$ cat src/rtl/tone_pattern_capture.sv
// ============================================================================
//  tone_pattern_capture
//  Detects a programmed square-wave tone on gpio_in per beat window and
//  records a 16-step pattern (bit i = beat i carried the tone).
//  Revision: 1.0
// ============================================================================
`default_nettype none

module tone_pattern_capture #(
    parameter int NOTE_W    = 32,
    parameter int TOL_SHIFT = 3,
    parameter int MIN_HALF  = 4
) (
    input  logic              clock,
    input  logic              resetn,
    input  logic              gpio_in,
    input  logic              beat_tick,
    input  logic              arm,
    input  logic [NOTE_W-1:0] note,
    output logic [15:0]       pattern,
    output logic [3:0]        current_beat,
    output logic              busy,
    output logic              done,
    output logic              tone_now
);

    localparam int                RUN_W   = $clog2(MIN_HALF + 1);
    localparam logic [RUN_W-1:0]  RUN_MAX = RUN_W'(MIN_HALF);

    typedef enum logic [1:0] {
        S_IDLE = 2'd0,
        S_WAIT = 2'd1,
        S_CAP  = 2'd2
    } state_t;

    state_t            state_q;
    logic              sync1_q, sync2_q, sync3_q, edge_q;
    logic [NOTE_W-1:0] hp_q, hp_d;
    logic [RUN_W-1:0]  run_q, run_d, run_nxt;
    logic              hit_q, hit_d;
    logic [15:0]       pattern_q;
    logic [3:0]        beat_q;
    logic              busy_q, done_q, tone_q;

    logic [NOTE_W:0]   w_interval, w_note_x, w_tol, w_limit, w_diff;
    logic              w_match, w_silent, w_hit_now, w_commit;

    // Interval arithmetic is one bit wider so note + tolerance never wraps.
    always_comb begin
        w_interval = {1'b0, hp_q} + {{NOTE_W{1'b0}}, 1'b1};
        w_note_x   = {1'b0, note};
        w_tol      = {1'b0, note >> TOL_SHIFT};
        w_limit    = w_note_x + w_tol;
        w_diff     = (w_interval >= w_note_x) ? (w_interval - w_note_x)
                                              : (w_note_x - w_interval);
        w_match    = (note != '0) && (w_diff <= w_tol);
        w_silent   = ({1'b0, hp_q} > w_limit);
    end

    always_comb begin
        hp_d    = hp_q;
        run_nxt = run_q;
        if (edge_q) begin
            hp_d = '0;
            if (w_match)
                run_nxt = (run_q == RUN_MAX) ? RUN_MAX : run_q + RUN_W'(1);
            else
                run_nxt = '0;
        end else begin
            if (hp_q != '1)
                hp_d = hp_q + NOTE_W'(1);
            if (w_silent)
                run_nxt = '0;
        end
        // A tone completed by this cycle's edge counts toward a same-cycle commit.
        w_hit_now = hit_q | (run_nxt == RUN_MAX);
        w_commit  = beat_tick && (state_q != S_IDLE);
        run_d     = w_commit ? '0   : run_nxt;
        hit_d     = w_commit ? 1'b0 : w_hit_now;
    end

    always_ff @(posedge clock or negedge resetn) begin
        if (!resetn) begin
            sync1_q   <= 1'b0;
            sync2_q   <= 1'b0;
            sync3_q   <= 1'b0;
            edge_q    <= 1'b0;
            hp_q      <= '0;
            run_q     <= '0;
            hit_q     <= 1'b0;
            state_q   <= S_IDLE;
            pattern_q <= '0;
            beat_q    <= '0;
            busy_q    <= 1'b0;
            done_q    <= 1'b0;
            tone_q    <= 1'b0;
        end else begin
            sync1_q <= gpio_in;
            sync2_q <= sync1_q;
            sync3_q <= sync2_q;
            edge_q  <= sync2_q ^ sync3_q;
            hp_q    <= hp_d;
            run_q   <= run_d;
            hit_q   <= hit_d;
            tone_q  <= (run_d == RUN_MAX);
            done_q  <= 1'b0;

            case (state_q)
                S_IDLE: begin
                    if (arm) begin
                        state_q   <= S_WAIT;
                        pattern_q <= '0;
                        beat_q    <= '0;
                        busy_q    <= 1'b1;
                    end
                end
                S_WAIT: begin
                    if (beat_tick)
                        state_q <= S_CAP;
                end
                S_CAP: begin
                    if (beat_tick) begin
                        pattern_q[beat_q] <= w_hit_now;
                        if (beat_q == 4'd15) begin
                            state_q <= S_IDLE;
                            busy_q  <= 1'b0;
                            done_q  <= 1'b1;
                        end else begin
                            beat_q <= beat_q + 4'd1;
                        end
                    end
                end
                default: begin
                    state_q <= S_IDLE;
                    busy_q  <= 1'b0;
                end
            endcase
        end
    end

    assign pattern      = pattern_q;
    assign current_beat = beat_q;
    assign busy         = busy_q;
    assign done         = done_q;
    assign tone_now     = tone_q;

endmodule

`default_nettype wire

$ cat config.mk
export PLATFORM = sky130hd
export DESIGN_NAME = tone_pattern_capture
export DESIGN_NICKNAME = d
export VERILOG_FILES = /design/src/rtl/tone_pattern_capture.sv
export SDC_FILE = /design/constraint.sdc
export NUM_CORES = 1
export LEC_CHECK = 0
export ABC_CLOCK_PERIOD_IN_PS = 21300
export CAP_MARGIN = 20
export CORE_ASPECT_RATIO = 1.1
export CORE_UTILIZATION = 55
export CTS_BUF_LIST = sky130_fd_sc_hd__clkbuf_4
export CTS_CLUSTER_DIAMETER = 80
export DETAILED_ROUTE_END_ITERATION = 7
export HOLD_SLACK_MARGIN = 0.08
export PLACE_DENSITY = 0.75
export SYNTH_ARGS = -nofsm -noshare
export SYNTH_HDL_FRONTEND = slang
export SYNTH_SLANG_ARGS = --single-unit
$ cat constraint.sdc
create_clock -name clock -period 21.3 [get_ports clock]
set_input_delay 6.39 -clock clock [delete_from_list [all_inputs] [get_ports clock]]
set_output_delay 6.39 -clock clock [all_outputs]
set_load 0.01 [all_outputs]
==> out/metrics.csv, run 1 <==
metric;value;unit
synthesized cell area;9763;um2
pwr dens;43.91;nW/um2
VDD IR max;0.00006425;V
unrepaired setup endpoints after global routing;no;
share of flip-flops with an asynchronous set or reset;100.0;%
die area;18290;um2
TritonCTS clock tree;yes;
First DRT Iteration DRCs;985;
drt pass-1 iters;5;
TNS Setup;0;ps
CP Class;in2reg;
I/O pin cnt;60;
syn_area_per_cell;7.675;um2
Nets;1492;
Leakage Power;5.029;nW
CP arrival;13780;ps
worst skew pair latency;430;ps
Net Count, Synth;1473;
Post-DRT Antenna Nets;0;
Final Hold Fails;0;
Crit Path Max Fanout;40;
Setup crit end kind;register;
Worst slew margin;37.66;%
post-route cell area;10570;um2
H-tree depth;3;
Tot GR Track Use;33.72;%
number of synthesized flops with an enable pin;0;
chip height;141.7;um
Post-CTS Setup Bufs;0;
number of buffers created by CTS;9;
Cell Area, Placed;10400;um2
Period minus WS final;13480;ps
Place WS;7561;ps
ys flop type;dfrtp_1;
Synth Register Bits;65;
Yosys warning count;0;
vias;9737;
WL final;30.46;mm
PnR worst setup slack;7824;ps
Area Growth Syn to Fin;8.305;%
Hold Path Class;reg2reg;
max-slew violations;0;
drt via density;6.360;
gr ovfl total;0;
share of layout cells above drive strength 1;4.012;%
first-pass GRT wire length;48.22;mm
die width;129.0;um
Max Clock Freq;74.21;MHz
DR WL/cell;19.89;um
DRC;0;
fin crit share;63.27;%
Clock Path Buffers;2;
vias in the first global route;9333;
number of gates resized after CTS;0;
antenna violations before repair;1;
Starting Density;56.75;%
Synth cell types;68;
Clock Sinks;65;
setup violators final;0;
Hold-fix buffers, CTS;0;
Clk pin slew, worst setup/hold paths;120;ps
FP Rows;50;
cells after synthesis;1272;
core box area;17200;um2
CP startpoint kind;input pin;
Fill cells;1598;
clock skew;13.29;ps
PortBufs;59;
Final HPWL DP;24.63;mm
sequential fraction of the synthesis area;16.66;%
Clock Tree Root;clkbuf_4;
maxcap violations;0;
largest net degree at the start of global routing;66;
leading cell type in the layout, fill and taps excluded;a21oi_1;
status;complete, no violations;
Required @ worst endpoint;21600;ps
commonest cells after routing, fill and taps aside;a21oi_1 (184), ha_1 (161), o21ai_0 (106);
GPL Wtd Cong;0.9817;
Least-Margin Pin Slew;935.1;ps
==> per-stage QoR <==
stage	cells	total power, mW	hold WS (ps)	utilization, %
after floorplan	1272	0.2934	331.2	-
after global placement	1513	0.3562	331.8	60.43
after detailed placement	1513	0.3593	348.2	60.43
after CTS	1529	0.4604	377.0	61.40
after global routing	1531	0.4947	391.7	61.46
final	1531	0.4643	372.5	61.46
==> per-layer routing <==
layer  wire, um  track usage (%)  vias to the layer above
li1           -                -                     4676
met1      13410            44.87                     4575
met2      13680            53.94                      414
met3       2240            5.618                       72
met4       1130            13.93                        0
met5          0                0                        -
==> worst max-delay path, cell delays in order <==
cell             delay, ps
clkdlybuf4s50_1        620
inv_1                  120
ha_1                   470
a21oi_1                370
o21ai_0                260
a221oi_1               540
o211ai_1               190
and3b_2                910
mux2i_1                310
o21a_1                 270
o21ai_0                300
xnor2_1                140
ha_1                   340
nand4_1                110
nor4_1                 330
nand3b_1               110
a21oi_1                160
o31ai_1                120
nor3_1                 200
nand3_1                250
o31ai_1                540
a32o_2                 530
o21ai_0                170
==> where the power goes <==
group | internal [mW] | switching (mW) | leakage (nW)
clock network | 0.0492 | 0.0517 | 0.0828
registers | 0.129 | 0.00888 | 0.888
logic | 0.0852 | 0.141 | 4.06
total | 0.263 | 0.201 | 5.03
==> state kept, by name, summed over array words and instances, names as in the netlist <==
name,flops
sync1_q,1
hp_q,32
done,1
state_q,2
tone_now,1
sync3_q,1
hit_q,1
sync2_q,1
edge_q,1
pattern,16
current_beat,4
busy,1
run_q,3
==> cell families (layout without fill, tap and decap cells) <==
| family | after synthesis | after routing | synth area share, % |
|---|---|---|---|
| AOI/OAI and AO/OA | 446 | 446 | 27.43 |
| and+or+nand+nor | 331 | 331 | 17.47 |
| adders and majority gates | 164 | 164 | 21.25 |
| buffers and inverters | 149 | 173 | 6.369 |
| xor gates and xnor gates | 95 | 95 | 8.522 |
| DFF | 65 | 65 | 16.66 |
| muxes | 22 | 22 | 2.307 |
| other | 0 | 1 | 0 |
==> cell usage after synthesis (all sizes together), types with 4 or more instances <==
master	count	area [um2]
nand4	51	346.6
nand3b	4	30.03
clkbuf	22	82.58
or2	4	27.53
dfrtp	65	1627
or3	7	43.79
nor2	65	244.0
nor2b	14	87.58
inv	94	352.8
a221oi	6	52.55
a21oi	185	929.6
nand2	95	364.1
a21o	30	225.2
mux2i	18	180.2
ha	161	2014
o2111ai	4	35.03
buf	33	186.4
o21bai	16	120.1
o21ai	117	623.1
a31oi	14	87.58
xor2	47	411.6
mux2	4	45.04
xnor2	48	420.4
o31ai	9	67.56
nor3	12	71.32
a211oi	8	60.06
nor4	18	112.6
o21a	15	112.6
nand3	25	125.1
o211ai	11	87.58
and3	14	87.58
and2	8	50.05
a21boi	5	37.54
==> final timing paths <==
check | from | to | slack, ps | depth (start not counted)
max | note[26] | pattern[4] | 7820 | 23
min | sync1_q | sync2_q | 370 | 0
max reg2reg | hp_q[0] | pattern[4] | 12220 | 28
min reg2reg | sync1_q | sync2_q | 370 | 0
max in group asynchronous | resetn | hp_q[8] | 14580 | 2
min in group asynchronous | resetn | sync3_q | 6130 | 2
==> final cells by class <==
class,instances,area [um2],area share [%]
multi-input combinational,1058,7516,71.08
sequential,65,1627,15.38
timing repair buffer,63,615.6,5.822
inverter,94,352.8,3.337
tap,234,292.8,2.769
clock inverter,6,92.59,0.8756
clock buffer,10,75.07,0.7100
antenna,1,2.502,0.02367
Note: power is estimated with default switching activity, not from simulation.
==> run 2, diff against run 1 <==
--- a/config.mk
+++ b/config.mk
@@ -5,7 +5,7 @@
 export SDC_FILE = /design/constraint.sdc
 export NUM_CORES = 1
 export LEC_CHECK = 0
-export ABC_CLOCK_PERIOD_IN_PS = 21300
+export ABC_CLOCK_PERIOD_IN_PS = 13600
 export CAP_MARGIN = 20
 export CORE_ASPECT_RATIO = 1.1
 export CORE_UTILIZATION = 55
==> constraint.sdc (replaced) <==
create_clock -name clock -period 13.6 [get_ports clock]
set_input_delay 4.08 -clock clock [delete_from_list [all_inputs] [get_ports clock]]
set_output_delay 4.08 -clock clock [all_outputs]
set_load 0.01 [all_outputs]
==> out/metrics.csv, run 2 (synthesized netlist as in run 1, its figures left out) <==
metric;value;unit;change
setup violators final;0;;unchanged
Final Hold Fails;0;;unchanged
Leakage Power;5.015;nW;-0.26%
maxcap violations;0;;unchanged
leading cell type in the layout, fill and taps excluded;a21oi_1;;
largest net degree at the start of global routing;66;;unchanged
antenna violations before repair;1;;unchanged
Clock Sinks;65;;unchanged
WL final;30.61;mm;+0.52%
chip height;141.7;um;unchanged
H-tree depth;3;;unchanged
Period minus WS final;11100;ps;
CP Class;in2reg;;
number of buffers created by CTS;9;;unchanged
worst skew pair latency;430;ps;about the same
Nets;1492;;unchanged
drt pass-1 iters;6;;+1
CP startpoint kind;input pin;;
DRC;0;;unchanged
VDD IR max;0.00009685;V;+51%
die area;18290;um2;unchanged
DR WL/cell;20.00;um;+0.52%
core box area;17200;um2;unchanged
Hold Path Class;reg2reg;;
pwr dens;66.90;nW/um2;+52%
Worst slew margin;36.24;%;-1.4 points
placed cells;1513;;unchanged
Clk pin slew, worst setup/hold paths;120;ps;about the same
TNS Setup;0;ps;unchanged
PortBufs;59;;unchanged
Clock Path Buffers;2;;unchanged
first-pass GRT wire length;48.96;mm;+1.5%
First DRT Iteration DRCs;977;;-0.81%
unrepaired setup endpoints after global routing;no;;
Clock Tree Root;clkbuf_4;;
FP Rows;50;;unchanged
die width;129.0;um;unchanged
fin crit share;81.61;%;
I/O pin cnt;60;;unchanged
vias;9823;;+0.88%
Area Growth Syn to Fin;8.010;%;
number of gates resized after CTS;0;;unchanged
Non-Filler Instances;1531;;unchanged
status;complete, no violations;;
Required @ worst endpoint;13900;ps;-7700 ps
vias in the first global route;9361;;+0.30%
Least-Margin Pin Slew;956.4;ps;+21.29 ps
share of layout cells above drive strength 1;3.935;%;-0.077 points
commonest cells after routing, fill and taps aside;a21oi_1 (184), ha_1 (161), o21ai_0 (106);;
Post-DRT Antenna Nets;0;;unchanged
drt via density;6.416;;+0.88%
Max Clock Freq;90.09;MHz;
TritonCTS clock tree;yes;;
CP arrival;11400;ps;-2380 ps
Tot GR Track Use;34.26;%;+0.54 points
max-slew violations;0;;unchanged
Final HPWL DP;24.75;mm;+0.46%
clock skew;13.64;ps;+0.3512 ps
max FFs per register;32;;unchanged
Fill cells;1595;;-0.19%
Hold-fix buffers, CTS;0;;unchanged
gr ovfl total;0;;unchanged
Setup crit end kind;register;;
Starting Density;56.75;%;unchanged
GPL Wtd Cong;0.9826;;about the same
Post-CTS Setup Bufs;0;;unchanged
largest register by flop count;hp_q;;
Crit Path Max Fanout;40;;unchanged
[run 2: layout make-up]
cell class              instances  area (um2)  area share [%]
repair buffers                 63       615.6           5.838
clock buffers                   9       67.56          0.6407
well taps                     234       292.8           2.776
clock inverters                 7       71.32          0.6763
multi-input cells            1058        7516           71.27
inverters                      94       352.8           3.346
flip-flops and latches         65        1627           15.42
diodes                          1       2.502         0.02373
[run 2: per-layer routing]
layer	vias up	global-route usage, %	share of wire, %
li1	4695	-	-
met1	4650	46.19	44
met2	415	55.08	46
met3	63	5.618	7.2
met4	0	12.07	2.9
met5	-	0	0
[run 2: final timing paths]
path,start,endpoint,slack [ps],depth (start not counted)
setup / recovery,note[26],pattern[4],2500,22
hold / removal,sync1_q,sync2_q,370,0
setup reg to reg,hp_q[0],pattern[4],4570,27
hold reg to reg,sync1_q,sync2_q,370,0
max in group asynchronous,resetn,hp_q[12],9190,2
min in group asynchronous,resetn,edge_q,3820,2
[run 2: worst max-delay path, stage by stage]
cell	delay (ps)
clkdlybuf4s50_1	630
inv_1	130
ha_1	460
a21oi_1	360
o21ai_0	240
a221oi_1	490
o211ai_1	180
and3b_2	920
mux2i_1	460
o21ai_0	270
xor2_1	230
ha_1	360
nand4_1	120
nor4_1	340
nand3b_1	120
a21oi_1	160
o31ai_1	120
nor3_1	220
nand3_1	250
o31ai_1	530
a32o_2	530
o21ai_0	170
[run 2: per-stage QoR]
stage          instance area [um2]  util, %  hold WS (ps)  power, mW  worst slack (ps)
2_1_floorplan                 9763        -         331.2     0.4594              4510
3_3_place_gp                 10400    60.43         331.8     0.5578              2226
3_5_place_dp                 10400    60.43         353.7     0.5626              2211
4_1_cts                      10540    61.24         373.0     0.6992              2672
5_1_grt                      10550    61.29         382.8     0.7516              2127
6_report                     10550    61.29         369.2     0.7054              2501
[run 2: power breakdown]
part           internal (mW)  switching, mW  total (mW)  leakage [nW]
Clock                 0.0555         0.0805       0.136        0.0696
Sequential             0.202         0.0143       0.216         0.888
Combinational          0.133          0.221       0.354          4.06
Total                  0.390          0.315       0.705          5.02
==> run 3, diff against run 2 <==
--- a/config.mk
+++ b/config.mk
@@ -5,7 +5,7 @@
 export SDC_FILE = /design/constraint.sdc
 export NUM_CORES = 1
 export LEC_CHECK = 0
-export ABC_CLOCK_PERIOD_IN_PS = 13600
+export ABC_CLOCK_PERIOD_IN_PS = 10900
 export CAP_MARGIN = 20
 export CORE_ASPECT_RATIO = 1.1
 export CORE_UTILIZATION = 55
==> constraint.sdc (replaced) <==
create_clock -name clock -period 10.9 [get_ports clock]
set_input_delay 3.27 -clock clock [delete_from_list [all_inputs] [get_ports clock]]
set_output_delay 3.27 -clock clock [all_outputs]
set_load 0.01 [all_outputs]
==> out/metrics.csv, run 3 (synthesized netlist as in run 1, its figures left out) <==
metric;value;unit;change
first-pass GRT wire length;48.90;mm;-0.11%
pwr dens;84.67;nW/um2;+27%
H-tree depth;3;;unchanged
Worst slew margin;37.00;%;+0.76 points
share of layout cells above drive strength 1;5.111;%;+1.2 points
Final HPWL DP;25.02;mm;+1.1%
CP Class;in2reg;;
post-route cell area;10680;um2;+1.3%
WL final;30.83;mm;+0.70%
status;complete, no violations;;
TNS Setup;0;ps;unchanged
antenna violations before repair;1;;unchanged
drt pass-1 iters;6;;unchanged
Max Clock Freq;93.26;MHz;
leading cell type in the layout, fill and taps excluded;a21oi_1;;
unrepaired setup endpoints after global routing;no;;
setup violators final;0;;unchanged
maxcap violations;0;;unchanged
Cell Area, Placed;10510;um2;+1.1%
First DRT Iteration DRCs;1120;;+15%
die width;129.0;um;unchanged
Clock Tree Root;clkbuf_4;;
commonest cells after routing, fill and taps aside;a21oi_1 (184), ha_1 (161), o21ai_0 (106);;
Clock Path Buffers;2;;unchanged
Hold Path Class;reg2reg;;
Least-Margin Pin Slew;945.0;ps;-11.41 ps
Starting Density;56.75;%;unchanged
Clk pin slew, worst setup/hold paths;110;ps;about the same
FP Rows;50;;unchanged
post-layout util;62.09;%;+0.79 points
gr ovfl total;0;;unchanged
Final Hold Fails;0;;unchanged
vias;9939;;+1.2%
max FFs per register;32;;unchanged
Nets;1507;;+1.0%
Tot GR Track Use;34.20;%;-0.054 points
drt via density;6.429;;+0.20%
number of gates resized after CTS;0;;unchanged
CP arrival;11020;ps;-380 ps
Crit Path Max Fanout;40;;unchanged
core box area;17200;um2;unchanged
clock skew;14.29;ps;+0.6503 ps
number of buffers created by CTS;9;;unchanged
Period minus WS final;10720;ps;
DR WL/cell;19.94;um;-0.28%
TritonCTS clock tree;yes;;
Setup crit end kind;register;;
Area Growth Syn to Fin;9.407;%;
Power Total;0.9044;mW;+28%
largest net degree at the start of global routing;66;;unchanged
CP startpoint kind;input pin;;
Hold-fix buffers, CTS;0;;unchanged
I/O pin cnt;60;;unchanged
Clock Sinks;65;;unchanged
die area;18290;um2;unchanged
VDD IR max;0.0001120;V;+16%
vias in the first global route;9519;;+1.7%
Required @ worst endpoint;11200;ps;-2700 ps
fin crit share;98.37;%;
Leakage Power;5.104;nW;+1.8%
GPL Wtd Cong;1.043;;+6.1%
largest register by flop count;hp_q;;
DRC;0;;unchanged
Post-CTS Setup Bufs;0;;unchanged
max-slew violations;0;;unchanged
worst skew pair latency;440;ps;about the same
Post-DRT Antenna Nets;0;;unchanged
PortBufs;59;;unchanged
chip height;141.7;um;unchanged
-- run 3: cell types whose count changed in the layout (fill, tap and decap cells not counted), sizes merged --
cell      change
bufinv        +1
buf          +15
clkinvlp      -1
-- run 3: worst paths after layout --
| kind | from | endpoint | slack [ps] | depth (start not counted) |
|---|---|---|---|---|
| max | note[29] | pattern[0] | 180 | 23 |
| min | sync1_q | sync2_q | 370 | 0 |
| max reg2reg | hp_q[0] | pattern[0] | 1630 | 28 |
| min reg2reg | sync1_q | sync2_q | 370 | 0 |
| max in group asynchronous | resetn | hp_q[9] | 7340 | 2 |
| min in group asynchronous | resetn | state_q[1] | 3000 | 2 |
-- run 3: cell type report --
| cell class | count | area [um2] |
|---|---|---|
| diodes | 1 | 2.502 |
| clock buffers | 9 | 67.56 |
| clock inverters | 7 | 95.09 |
| fillers | 1575 | 6523 |
| inverters | 94 | 352.8 |
| multi-input cells | 1058 | 7516 |
| flip-flops and latches | 65 | 1627 |
| well taps | 234 | 292.8 |
| repair buffers | 78 | 728.2 |
-- run 3: where the power goes --
part	total [mW]	switching, mW	internal (mW)
registers	0.269	0.0178	0.251
clock network	0.190	0.0969	0.0928
logic	0.445	0.276	0.170
-- run 3: metrics by stage --
step | worst slack, ps | std cells | hold WS (ps)
6_report | 177.5 | 1546 | 367.8
3_5_place_dp | 60.49 | 1528 | 346.5
2_1_floorplan | 2620 | 1272 | 331.2
5_1_grt | 6.513 | 1546 | 384.4
3_3_place_gp | 253.1 | 1528 | 331.8
4_1_cts | 522.3 | 1544 | 372.1
-- run 3: worst max-delay path: stages --
cell	delay [ps]
clkdlybuf4s50_1	720
inv_1	210
ha_1	570
nand4_1	240
nor4_1	620
nand4_1	250
o211ai_1	190
and3b_2	560
o31ai_1	660
o221ai_1	300
a31oi_1	460
xnor2_1	190
ha_1	270
a21o_1	160
a21o_1	170
a21o_1	200
a21oi_1	130
o31ai_1	120
nor3_1	190
nand3_1	210
o31ai_1	580
a32o_2	540
o21ai_0	180
-- run 3: layer usage --
layer / routed length (um) / share of wire (%) / global-route usage [%] / up-vias
met5: 0 / 0 / 0 / -
met4: 1221 / 4.0 / 14.37 / 0
met3: 2070 / 6.7 / 4.148 / 81
met2: 14090 / 46 / 56.24 / 434
met1: 13450 / 44 / 45.13 / 4705
li1: - / - / - / 4719
